==> config.mk <==
export PLATFORM = sky130hd
export DESIGN_NAME = if_fetch_ctrl
export DESIGN_NICKNAME = d
export VERILOG_FILES = /design/src/rtl/if_fetch_ctrl.sv
export SDC_FILE = /design/constraint.sdc
export NUM_CORES = 1
export LEC_CHECK = 0
export CORE_MARGIN = 4
export CORE_UTILIZATION = 40
export DETAILED_ROUTE_END_ITERATION = 16
export PLACE_DENSITY_LB_ADDON = 0.1
export REMOVE_ABC_BUFFERS = 1
export SLEW_MARGIN = 20
export SYNTH_ARGS = -nofsm -noshare
export SYNTH_HDL_FRONTEND = slang
export SYNTH_SLANG_ARGS = --single-unit
==> constraint.sdc <==
create_clock -name clk -period 4.3 [get_ports clk]
set_clock_uncertainty 0.1 [all_clocks]
set_input_delay 0.645 -clock clk [delete_from_list [all_inputs] [get_ports clk]]
set_output_delay 0.645 -clock clk [all_outputs]
set_load 0.1 [all_outputs]
==> src/rtl/if_fetch_ctrl.sv <==
// Instruction-fetch controller: owns the PC, issues one fetch at a time to
// instruction memory, squashes fetches invalidated by jumps, holds results for decode.
module if_fetch_ctrl #(
  parameter logic [31:0] RESET_PC = 32'h0000_0000
) (
  input  logic        clk,
  input  logic        rst,
  input  logic        jump_en_i,
  input  logic [31:0] jump_addr_i,
  output logic        mem_req_o,
  output logic [31:0] mem_addr_o,
  input  logic        mem_gnt_i,
  input  logic        mem_rvalid_i,
  input  logic [31:0] mem_rdata_i,
  output logic        inst_valid_o,
  output logic [31:0] inst_o,
  output logic [31:0] inst_addr_o,
  input  logic        inst_ready_i
);

  typedef enum logic [1:0] {
    S_IDLE,
    S_REQ,
    S_WAIT,
    S_OUT
  } state_t;

  localparam logic [31:0] PC_INIT = RESET_PC & 32'hFFFF_FFFC;

  state_t      state, state_n;
  logic [31:0] pc, pc_n;
  logic        squash, squash_n;
  logic [31:0] inst_q, inst_n;
  logic [31:0] inst_addr_q, inst_addr_n;
  logic [31:0] jump_pc;

  assign jump_pc = jump_addr_i & 32'hFFFF_FFFC;

  always_ff @(posedge clk) begin
    if (!rst) begin
      state       <= S_IDLE;
      pc          <= PC_INIT;
      squash      <= 1'b0;
      inst_q      <= '0;
      inst_addr_q <= '0;
    end else begin
      state       <= state_n;
      pc          <= pc_n;
      squash      <= squash_n;
      inst_q      <= inst_n;
      inst_addr_q <= inst_addr_n;
    end
  end

  // A jump always wins over same-cycle grant, response or decode accept.
  always_comb begin
    state_n     = state;
    pc_n        = pc;
    squash_n    = squash;
    inst_n      = inst_q;
    inst_addr_n = inst_addr_q;
    case (state)
      S_IDLE: begin
        state_n = S_REQ;
        if (jump_en_i) pc_n = jump_pc;
      end
      S_REQ: begin
        if (mem_gnt_i) begin
          inst_addr_n = pc;
          state_n     = S_WAIT;
          if (jump_en_i) begin
            pc_n     = jump_pc;
            squash_n = 1'b1;
          end else begin
            pc_n = pc + 32'd4;
          end
        end else if (jump_en_i) begin
          pc_n = jump_pc;
        end
      end
      S_WAIT: begin
        if (mem_rvalid_i) begin
          squash_n = 1'b0;
          if (jump_en_i) begin
            pc_n    = jump_pc;
            state_n = S_REQ;
          end else if (squash) begin
            state_n = S_REQ;
          end else begin
            inst_n  = mem_rdata_i;
            state_n = S_OUT;
          end
        end else if (jump_en_i) begin
          pc_n     = jump_pc;
          squash_n = 1'b1;
        end
      end
      S_OUT: begin
        if (jump_en_i) begin
          pc_n    = jump_pc;
          state_n = S_REQ;
        end else if (inst_ready_i) begin
          state_n = S_REQ;
        end
      end
      default: state_n = S_IDLE;
    endcase
  end

  assign mem_req_o    = (state == S_REQ);
  assign mem_addr_o   = pc;
  assign inst_valid_o = (state == S_OUT);
  assign inst_o       = inst_q;
  assign inst_addr_o  = inst_addr_q;

endmodule

Word level (Yosys, flattened, before mapping)
Index checks and enable logic that the tools add are counted.
{ "totals": {"out_inout_bits": 98, "reg_bits": 99, "ram_bits": 0, "rom_bits": 0, "elab_cells": 36, "n_memories": 0, "latch_bits": 0, "in_bits": 70} }
{ "op_classes": {"order_cmp": 0, "n_eq_ne": 6, "mux": 15, "addsub": 1, "mul": 0, "shift": 0, "n_bitwise": 2, "div_mod_pow": 0, "n_reduce_logical": 7} }
{ "op_table": {"columns": ["op", "count"], "rows": [
  ["32-bit two-way mux", 3],
  ["32-bit case mux with 2 select lines", 1],
  ["32-bit by 3-bit adder with 32-bit output, second input constant", 1],
  ["2-bit two-way mux", 6],
  ["2-bit case mux with 4 select lines", 1],
  ["2-bit == test, second input constant", 2],
  ["2-bit AND reduction", 2],
  ["4-bit AND reduction", 1],
  ["1-bit two-way mux", 3],
  ["3-bit by 2-bit inequality test with 1-bit output, second input constant", 1],
  ["3-bit AND reduction", 1],
  ["3-bit OR reduction", 1],
  ["2-bit by 1-bit == test with 1-bit output, second input constant", 1],
  ["2-bit logical NOT", 1],
  ["2-bit by 1-bit inequality test with 1-bit output, second input constant", 1],
  ["2-bit inequality test, second input constant", 1],
  ["1-bit inverter", 2],
  ["1-bit case mux with 2 select lines", 1],
  ["2-bit nonzero test", 1]
]} }

Logic depth before layout (Yosys ltp)
Gate-level depths: netlist (run 1).
{ "logic_depth": {"ltp_word": 4, "depth_mapped": 8, "depth_no_buf": 6} }

Least setup slack after synthesis (run 1)
Ideal clock, no wire load.
{ "synth_timing": {"path_kind": "register -> register", "start": "reg pc[9] (netlist: mem_addr_o[9])", "end": "reg pc[23] (netlist: mem_addr_o[23])", "n_path_buf": 2, "path_stages_with_launch": 7, "path_slack_ns": 1.666, "t_required_ns": 4.114, "period_less_slack_ns": 2.634, "setup_time_ns": 0.086, "arrival_time_ns": 2.449, "cell_sequence": "dfxtp_1 -> buf_2 -> nand4_1 -> or4_1 -> buf_2 -> or3_1 -> a211oi_1"} }
{ "synth_via": {"elab_chain_cells": 4} }
{ "synth_lines": {"columns": ["element", "line", "source"], "rows": [
  ["start: declaration", "31", "logic [31:0] pc, pc_n;"],
  ["start signal: assignment", "48", "pc <= pc_n;"],
  ["32-bit by 3-bit adder with 32-bit output", "75", "pc_n = pc + 32'd4;"],
  ["32-bit two-way mux", "71", "if (jump_en_i) begin"],
  ["32-bit two-way mux", "68", "if (mem_gnt_i) begin"],
  ["32-bit case mux with 2 select lines", "62", "case (state)"]
]} }
No other way between the ends.
A chain may end at the register's enable or synchronous reset.

Worst setup path in the final report (run 1)
{ "layout_timing": {"start": "reg state[0]", "end": "out mem_req_o"} }
{ "layout_via": {"elab_chain_cells": 1} }
{ "layout_lines": {"columns": ["element", "line", "source"], "rows": [
  ["start: declaration", "30", "state_t state, state_n;"],
  ["start signal: assignment", "47", "state <= state_n;"],
  ["2-bit by 1-bit == test with 1-bit output", "110", "assign mem_req_o = (state == S_REQ);"],
  ["end: declaration", "10", "output logic mem_req_o,"]
]} }
No other way between the ends.

==> results of run 1 <==
cell usage after synthesis, types with 8 or more instances:
cell type	count
a21boi_0	64
a21oi_1	9
and4_1	9
clkbuf_1	34
dfxtp_1	99
inv_1	8
nand2_1	144
nand3_1	9
nand4_1	18
nor2_1	9
nor3_1	12
nor4_1	9
o21ai_0	25
xnor2_1	8
logic make-up (layout without fill, tap and decap cells):
| family | after synthesis | count (layout) |
|---|---|---|
| AND/OR/NAND/NOR | 245 | 245 |
| AO/OA/AOI/OAI | 127 | 127 |
| flip-flops | 99 | 99 |
| buffers and inverters | 50 | 193 |
| XOR/XNOR | 11 | 11 |
| adder cells (fa/ha/maj) | 5 | 5 |
| multiplexers | 2 | 2 |
worst register-to-register path, stage by stage, from the launching register on:
cell and delay (ns):
dfxtp_1 0.41, ha_1 0.35, nand2_1 0.29, or2_2 0.48, o31a_1 0.26, o311a_1 0.32
state kept, by name, summed over array words and instances, names as in the netlist:
signal / count
mem_addr_o: 32
inst_addr_o: 32
state: 2
inst_o: 32
squash: 1
routing by layer:
layer / track usage (%) / up-vias / wire, um
met2: 30.0 / 134 / 5650
li1: - / 2155 / -
met3: 5.24 / 7 / 882
met5: 0 / - / 0
met4: 5.77 / 0 / 121
met1: 25.7 / 1928 / 5910
worst paths after layout:
path | from | to | slack [ns]
setup / recovery | state[0]$_SDFFE_PN0P_ | mem_req_o | 1.35
hold reg to reg | inst_addr_o[17]$_SDFFE_PN0P_ | inst_addr_o[17]$_SDFFE_PN0P_ | 0.36
setup reg to reg | state[0]$_SDFFE_PN0P_ | mem_addr_o[13]$_SDFF_PN0_ | 1.98
hold / removal | inst_addr_o[17]$_SDFFE_PN0P_ | inst_addr_o[17]$_SDFFE_PN0P_ | 0.36
layout make-up:
class,instances,area (um2)
clock buffers,13,159
clock inverters,2,35.0
fillers,998,4490
inverters,8,30.0
multi-input cells,390,2290
flip-flops and latches,99,1980
well taps,140,175
repair buffers,170,1680
power breakdown:
group / internal, uW / switching [uW] / leakage, uW
logic: 163 / 368 / 0.00125
clock network: 298 / 299 / 0.0000995
registers: 953 / 48.5 / 0.000807
per-stage QoR:
| stage | setup WS, ns | util [%] | cells |
|---|---|---|---|
| floorplan | 1.44 | - | 497 |
| global placement | 1.37 | 56.7 | 807 |
| detailed placement | 1.34 | 56.7 | 807 |
| CTS | 1.33 | 58.5 | 822 |
| global route | 1.25 | 58.6 | 822 |
| finish | 1.35 | 58.6 | 822 |
==> results.json, run 1 <==
{
  "status": "completed",
  "ant_nets": 0,
  "cts_resized": 0,
  "ios": 168,
  "synth-simple-area-share_pct": 26.6,
  "cts_inserted_buffers": 9,
  "synth_compound_area_share_pct": 20.4,
  "grt_pass1_vias": 3972,
  "num_rows": 38,
  "antenna_found_initial": 0,
  "cp_data_arrival_time_ns": 2.21,
  "worstHoldPathType": "register to register",
  "synth_edf_count": 0,
  "yosys-mux-area-fraction_pct": 0.451,
  "track_usage_pct": 19.1,
  "die_x_um": 113,
  "synth_area_per_cell_um2": 8.24,
  "grt_start_max_net_pins": 62,
  "gr-total-overflow": 0,
  "power_uw": 2130,
  "final_common_cell": "clkdlybuf4s50_1",
  "postCtsSetupBuffers": 0,
  "irDropWorstVdd_mv": 0.176,
  "fin_crit_sh_pct": 68.7,
  "clk_pin_slew_worst_paths_ns": 0.09,
  "synth_seq_cells": 99,
  "clock_path_buffers": 2,
  "syn2layout_area_growth_pct": 43.1,
  "cp-end-kind": "primary output",
  "clock-sinks": 99,
  "yosys.area_share.adder_pct": 1.41,
  "num_vias": 4224,
  "port-buffer-count": 165,
  "root_buffer": "clkbuf_8",
  "cts_htree_levels": 3,
  "power_density_nw_per_um2": 335,
  "cp-start-kind": "register",
  "holdPathStages": 2,
  "drc": 0,
  "initial_utilization_pct": 41.0,
  "synth_top_area_share_pct": 44.6,
  "fin_crit_ns": 2.95,
  "place_area_um2": 6150,
  "wl_per_cell_um": 15.3,
  "synthFlopType": "dfxtp_1",
  "yosys-top-cells-area": "dfxtp_1 45%, nand2_1 12%, a21boi_0 11%, clkbuf_1 2.9%, o21ai_0 2.8%",
  "p_leak_uw": 0.00216,
  "ff2ff_path_depth": 5,
  "cts_hold_buf": 0,
  "synthArstFlopShare_pct": 0,
  "max_clock_freq_mhz": 339,
  "slowest_delay_ns": 1.17,
  "routed_wirelength_um": 12600,
  "finalInstanceArea_um2": 6350,
  "tns_ns": 0,
  "yosysTopAreaCell": "dfxtp_1",
  "die_h_um": 113,
  "gp_congestion": 0.813,
  "required_ns": 3.56,
  "path_buf_inv": 1,
  "path_class": "register to primary output",
  "path_cells": "ha_1 > clkdlybuf4s50_1",
  "synth_cells": 539,
  "final_cell_mix": "164 x clkdlybuf4s50_1, 143 x nand2_1, 99 x dfxtp_1, 64 x a21boi_0, 25 x o21ai_0",
  "synth_top_family_by_area": "simple AND/OR/NAND/NOR gates",
  "hold_viol": 0,
  "slew_violations": 0,
  "ys_warn_count": 0,
  "fin_hold_ws_ns": 0.364,
  "setup_viol_count_final": 0,
  "tritoncts": "yes",
  "dpl.hpwl_um": 9020,
  "grt_first_pass_wirelength_um": 20000,
  "cp_max_fo": 5,
  "worst_slew_pin_slew_ns": 1.06,
  "drt_iter0_markers": 263,
  "synthDistinctLibCells": 43,
  "slew_headroom_pct": 29.5,
  "n_antenna_cell": 0,
  "worst_path_dominant_cell_family": "buffers and inverters",
  "syn_area_um2": 4440,
  "layout-drive-gt1-share_pct": 3.96,
  "ys_seq_area_share_pct": 44.6,
  "coreArea_um2": 10800,
  "die-area_um2": 12800,
  "drtPass1Iterations": 4,
  "rsz0062_at_grt": "false",
  "via_per_inst": 5.14,
  "final_nets": 753,
  "maxCapViolCount": 0,
  "cp_slowest_cell": "clkdlybuf4s50_1",
  "path_depth": 2,
  "yosys.area_share.xor_xnor_pct": 2.17,
  "clk_latency_ns": 0.35
}
(Power assumes the default switching activity.)
==> run 2, diff against run 1 <==
==> constraint.sdc (replaced) <==
create_clock -name clk -period 2.5 [get_ports clk]
set_clock_uncertainty 0.1 [all_clocks]
set_input_delay 0.375 -clock clk [delete_from_list [all_inputs] [get_ports clk]]
set_output_delay 0.375 -clock clk [all_outputs]
set_load 0.1 [all_outputs]
==> results.json, run 2 (synthesis results as in run 1) <==
{
  "grt_pass1_vias": 4190,
  "irDropWorstVdd_mv": 0.319,
  "clock_path_buffers": 2,
  "holdPathStages": 2,
  "seq_power_share_pct": 47.5,
  "final_common_cell": "nand2_1",
  "track_usage_pct": 19.7,
  "setup_viol_count_final": 0,
  "final_cell_mix": "144 x nand2_1, 121 x buf_4, 99 x dfxtp_1, 66 x clkdlybuf4s50_1, 64 x a21boi_0",
  "cp_slowest_cell": "or4_1",
  "ios": 168,
  "multi_input_area_um2": 2280,
  "cp_max_fo": 8,
  "cts_resized": 0,
  "die_x_um": 113,
  "worst_slew_pin_slew_ns": 0.827,
  "postCtsSetupBuffers": 0,
  "p_int_uw": 2340,
  "cts_htree_levels": 3,
  "path_cells": "inv_1 > or4_1 > or3_1 > a211oi_1",
  "antenna_found_initial": 0,
  "n_antenna_cell": 0,
  "grt_first_pass_wirelength_um": 20800,
  "fill_cells": 1019,
  "clk_pin_slew_worst_paths_ns": 0.09,
  "layout-drive-gt1-share_pct": 20.4,
  "finalInstanceArea_um2": 6230,
  "cp_data_arrival_time_ns": 2.30,
  "port-buffer-count": 165,
  "dpl.hpwl_um": 9510,
  "drt_iter0_markers": 210,
  "p_leak_uw": 0.00242,
  "num_vias": 4361,
  "cp-start-kind": "register",
  "worstHoldPathType": "register to register",
  "p_sw_share_pct": 35.1,
  "slew_headroom_pct": 44.9,
  "seqCellArea_um2": 1980,
  "tritoncts": "yes",
  "slew_violations": 0,
  "die_h_um": 113,
  "maxCapViolCount": 0,
  "drc": 0,
  "ant_nets": 0,
  "root_buffer": "clkbuf_8",
  "initial_utilization_pct": 41.0,
  "power_uw": 3600,
  "path_class": "register to register",
  "final_nets": 772,
  "fin_crit_sh_pct": 84.4,
  "fin_crit_ns": 2.11,
  "cts_inserted_buffers": 9,
  "die-area_um2": 12800,
  "cp-end-kind": "register",
  "cts_hold_buf": 0,
  "power_density_nw_per_um2": 578,
  "rsz0062_at_grt": "false",
  "ff2ff_path_depth": 4,
  "routed_wirelength_um": 12900,
  "gr-total-overflow": 0,
  "clk_latency_ns": 0.37,
  "wl_per_cell_um": 15.4,
  "combPwrFrac_pct": 26.0,
  "stdcell_count": 842,
  "drtPass1Iterations": 4,
  "max_clock_freq_mhz": 474,
  "clock-sinks": 99,
  "required_ns": 2.69,
  "coreArea_um2": 10800,
  "fin_hold_ws_ns": 0.364,
  "r2r_slack_ns": 0.39,
  "p_sw_uw": 1260,
  "num_rows": 38,
  "gp_congestion": 0.844,
  "via_per_inst": 5.18,
  "clockPowerShare_pct": 26.4,
  "syn2layout_area_growth_pct": 40.3,
  "slowest_delay_ns": 0.70,
  "hold_viol": 0,
  "dp_cells": 826,
  "place_area_um2": 6060,
  "tns_ns": 0,
  "grt_start_max_net_pins": 48,
  "status": "completed"
}
[run 2: per-stage QoR]
| stage | setup slack, ns | utilization [%] |
|---|---|---|
| after global placement | 0.222 | 55.9 |
| after detailed placement | 0.176 | 55.9 |
| after floorplan | -0.363 | - |
| after global routing | 0.286 | 57.5 |
| after CTS | 0.393 | 57.5 |
| final | 0.391 | 57.5 |
[run 2: path summary, 6_finish.rpt]
| path | to | from |
|---|---|---|
| max reg2reg | mem_addr_o[23]$_SDFF_PN0_ | mem_addr_o[10]$_SDFF_PN0_ |
| min | inst_addr_o[5]$_SDFFE_PN0P_ | inst_addr_o[5]$_SDFFE_PN0P_ |
| min reg2reg | inst_addr_o[5]$_SDFFE_PN0P_ | inst_addr_o[5]$_SDFFE_PN0P_ |
| max | mem_addr_o[23]$_SDFF_PN0_ | mem_addr_o[10]$_SDFF_PN0_ |
[run 2: cell type report]
type,count,share of cell area (%)
flip-flops and latches,99,31.8
inverters,8,0.482
clock buffers,14,2.61
clock inverters,2,0.161
multi-input cells,390,36.5
well taps,140,2.81
repair buffers,189,25.6
[run 2: layer usage]
metal	share of wire [%]	GRT usage, %
met1	46	25.7
met2	45	31.4
met3	7.1	5.19
met4	1.8	7.45
met5	0	0
[run 2: critical path: cells and delay by family (launching register included)]
family / cells / cell delay (ns)
buffers and inverters: 1 / 0.19
AO/OA/AOI/OAI: 1 / 0.18
AND/OR/NAND/NOR: 2 / 1.05
flip-flops: 1 / 0.51
[run 2: power groups by stage]
stage | logic (uW) | clock network, uW | registers (uW)
floorplan | 204 | 0 | 2150
global placement | 929 | 0 | 1750
detailed placement | 941 | 0 | 1750
CTS | 943 | 983 | 1710
global route | 986 | 1050 | 1720
finish | 938 | 951 | 1710
==> run 3, diff against run 2 <==
==> constraint.sdc (replaced) <==
create_clock -name clk -period 1.7 [get_ports clk]
set_clock_uncertainty 0.1 [all_clocks]
set_input_delay 0.255 -clock clk [delete_from_list [all_inputs] [get_ports clk]]
set_output_delay 0.255 -clock clk [all_outputs]
set_load 0.1 [all_outputs]
==> results.json, run 3 (synthesis results as in run 1) <==
{
  "max_clock_freq_mhz": 563,
  "finalWorstSetupSlack_ns": -0.0767,
  "wl_met3_um": 1160,
  "gp_congestion": 0.859,
  "dp_cells": 873,
  "drtPass1Iterations": 7,
  "layout-drive-gt1-share_pct": 37.6,
  "final_nets": 838,
  "cts_htree_levels": 3,
  "grt_start_max_net_pins": 52,
  "fin_crit_sh_pct": 105,
  "cp_data_arrival_time_ns": 1.96,
  "required_ns": 1.88,
  "ant_nets": 0,
  "die-area_um2": 12800,
  "slew_headroom_pct": 77.0,
  "power_density_nw_per_um2": 687,
  "ff2ff_path_depth": 4,
  "clock_path_buffers": 2,
  "final_cell_mix": "113 x nand2_1, 104 x buf_12, 89 x dfxtp_1, 66 x clkdlybuf4s50_1, 60 x buf_4",
  "clk_pin_slew_worst_paths_ns": 0.09,
  "slew_violations": 0,
  "via_per_inst": 5.44,
  "die_x_um": 113,
  "p_leak_uw": 0.00325,
  "hold_viol": 0,
  "coreArea_um2": 10800,
  "ios": 168,
  "gr-total-overflow": 0,
  "r2r_end": "mem_addr_o[23]$_SDFF_PN0_",
  "status": "finished, violations left",
  "initial_utilization_pct": 41.0,
  "r2r-start": "mem_addr_o[8]$_SDFF_PN0_",
  "syn2layout_area_growth_pct": 93.7,
  "worst_path_dominant_cell_family": "simple AND/OR/NAND/NOR gates",
  "path_cells": "nand4_4 > or4_4 > or3_1 > a211oi_2",
  "hp-start": "rst",
  "grt_pass1_vias": 4707,
  "power_uw": 5910,
  "maxCapViolCount": 0,
  "irDropWorstVdd_mv": 0.447,
  "fin_crit_ns": 1.78,
  "routed_wirelength_um": 16300,
  "slowest_delay_ns": 0.57,
  "dpl.hpwl_um": 10800,
  "rsz0062_at_grt": "true",
  "n_antenna_cell": 0,
  "holdPathEnd": "inst_addr_o[22]$_SDFFE_PN0P_",
  "r2r_slack_ns": -0.08,
  "setup_viol_count_final": 35,
  "drc": 0,
  "tritoncts": "yes",
  "cp_max_fo": 5,
  "final_common_cell": "nand2_1",
  "worstHoldPathType": "primary input to register",
  "cts_hold_buf": 0,
  "cp-end-kind": "register",
  "drt_iter0_markers": 281,
  "grt_first_pass_wirelength_um": 23200,
  "stdcell_count": 906,
  "num_rows": 38,
  "path_buf_inv": 0,
  "port-buffer-count": 165,
  "root_buffer": "clkbuf_8",
  "cp_slowest_cell": "or4_4",
  "cp-start-kind": "register",
  "cts_inserted_buffers": 9,
  "violations": "setup timing",
  "track_usage_pct": 22.0,
  "holdPathStages": 3,
  "path_class": "register to register",
  "wl_per_cell_um": 18.0,
  "wl_met1_um": 6550,
  "clock-sinks": 99,
  "die_h_um": 113,
  "worst_slew_pin_slew_ns": 0.341,
  "clk_latency_ns": 0.36,
  "num_vias": 4930,
  "dr.max_layer_used": "met4",
  "antenna_found_initial": 0,
  "met2WireLength_um": 8230
}
==> run 3: layer usage <==
metal | up-vias | global-route usage [%]
met2 | 210 | 38.7
li1 | 2327 | -
met3 | 26 | 5.24
met1 | 2367 | 27.0
met5 | - | 0
met4 | 0 | 5.61
==> run 3: how the worst max path moves through the flow <==
stage                         startpoint                        end  slack (ns)  cells past startpoint
3_5_place_dp                   mem_gnt_i   mem_addr_o[8]$_SDFF_PN0_       -0.42                      7
6_report        mem_addr_o[8]$_SDFF_PN0_  mem_addr_o[23]$_SDFF_PN0_       -0.08                      4
3_3_place_gp                   mem_gnt_i  mem_addr_o[24]$_SDFF_PN0_       -0.40                      7
5_1_grt         mem_addr_o[8]$_SDFF_PN0_  mem_addr_o[23]$_SDFF_PN0_       -0.14                      4
4_1_cts         mem_addr_o[8]$_SDFF_PN0_  mem_addr_o[23]$_SDFF_PN0_       -0.06                      4
2_1_floorplan  mem_addr_o[12]$_SDFF_PN0_  mem_addr_o[28]$_SDFF_PN0_       -1.16                      4
==> run 3: area by class of cell <==
class / count / area, um2
clock buffers: 11 / 141
multi-input cells: 390 / 2680
fillers: 710 / 2240
well taps: 140 / 175
repair buffers: 255 / 3530
clock inverters: 3 / 40.0
flip-flops and latches: 99 / 2000
inverters: 8 / 32.5
==> run 3: worst reg2reg max path, stage by stage (launching register included) <==
cell and delay [ns]:
dfxtp_4 0.38, nand4_4 0.11, or4_4 0.57, or3_1 0.35, a211oi_2 0.19
==> run 3: repair_timing <==
action	in CTS	in global routing
buffers inserted	1	11
gates resized for setup	35	133
pin swaps	3	65
gates cloned	0	7
endpoints found under the setup margin	58	56
==> run 3: stage by stage <==
stage / setup TNS [ns] / util, % / area [um2] / setup WS, ns / hold slack (ns)
detailed placement: -12.34 / 70.9 / 7690 / -0.421 / 0.393
global placement: -9.31 / 70.9 / 7690 / -0.398 / 0.385
finish: -1.01 / 79.3 / 8600 / -0.0767 / 0.287
CTS: -0.242 / 73.6 / 7980 / -0.0554 / 0.268
global route: -3.95 / 79.3 / 8600 / -0.137 / 0.284
floorplan: -79.55 / - / 4280 / -1.16 / 0.277
==> run 3: report_power, final <==
group | total (uW) | internal (uW) | leakage [uW] | switching [uW]
registers | 2510 | 2410 | 0.000810 | 99.6
logic | 1920 | 803 | 0.00235 | 1120
clock network | 1480 | 702 | 0.0000950 | 774
total | 5910 | 3920 | 0.00325 | 1990
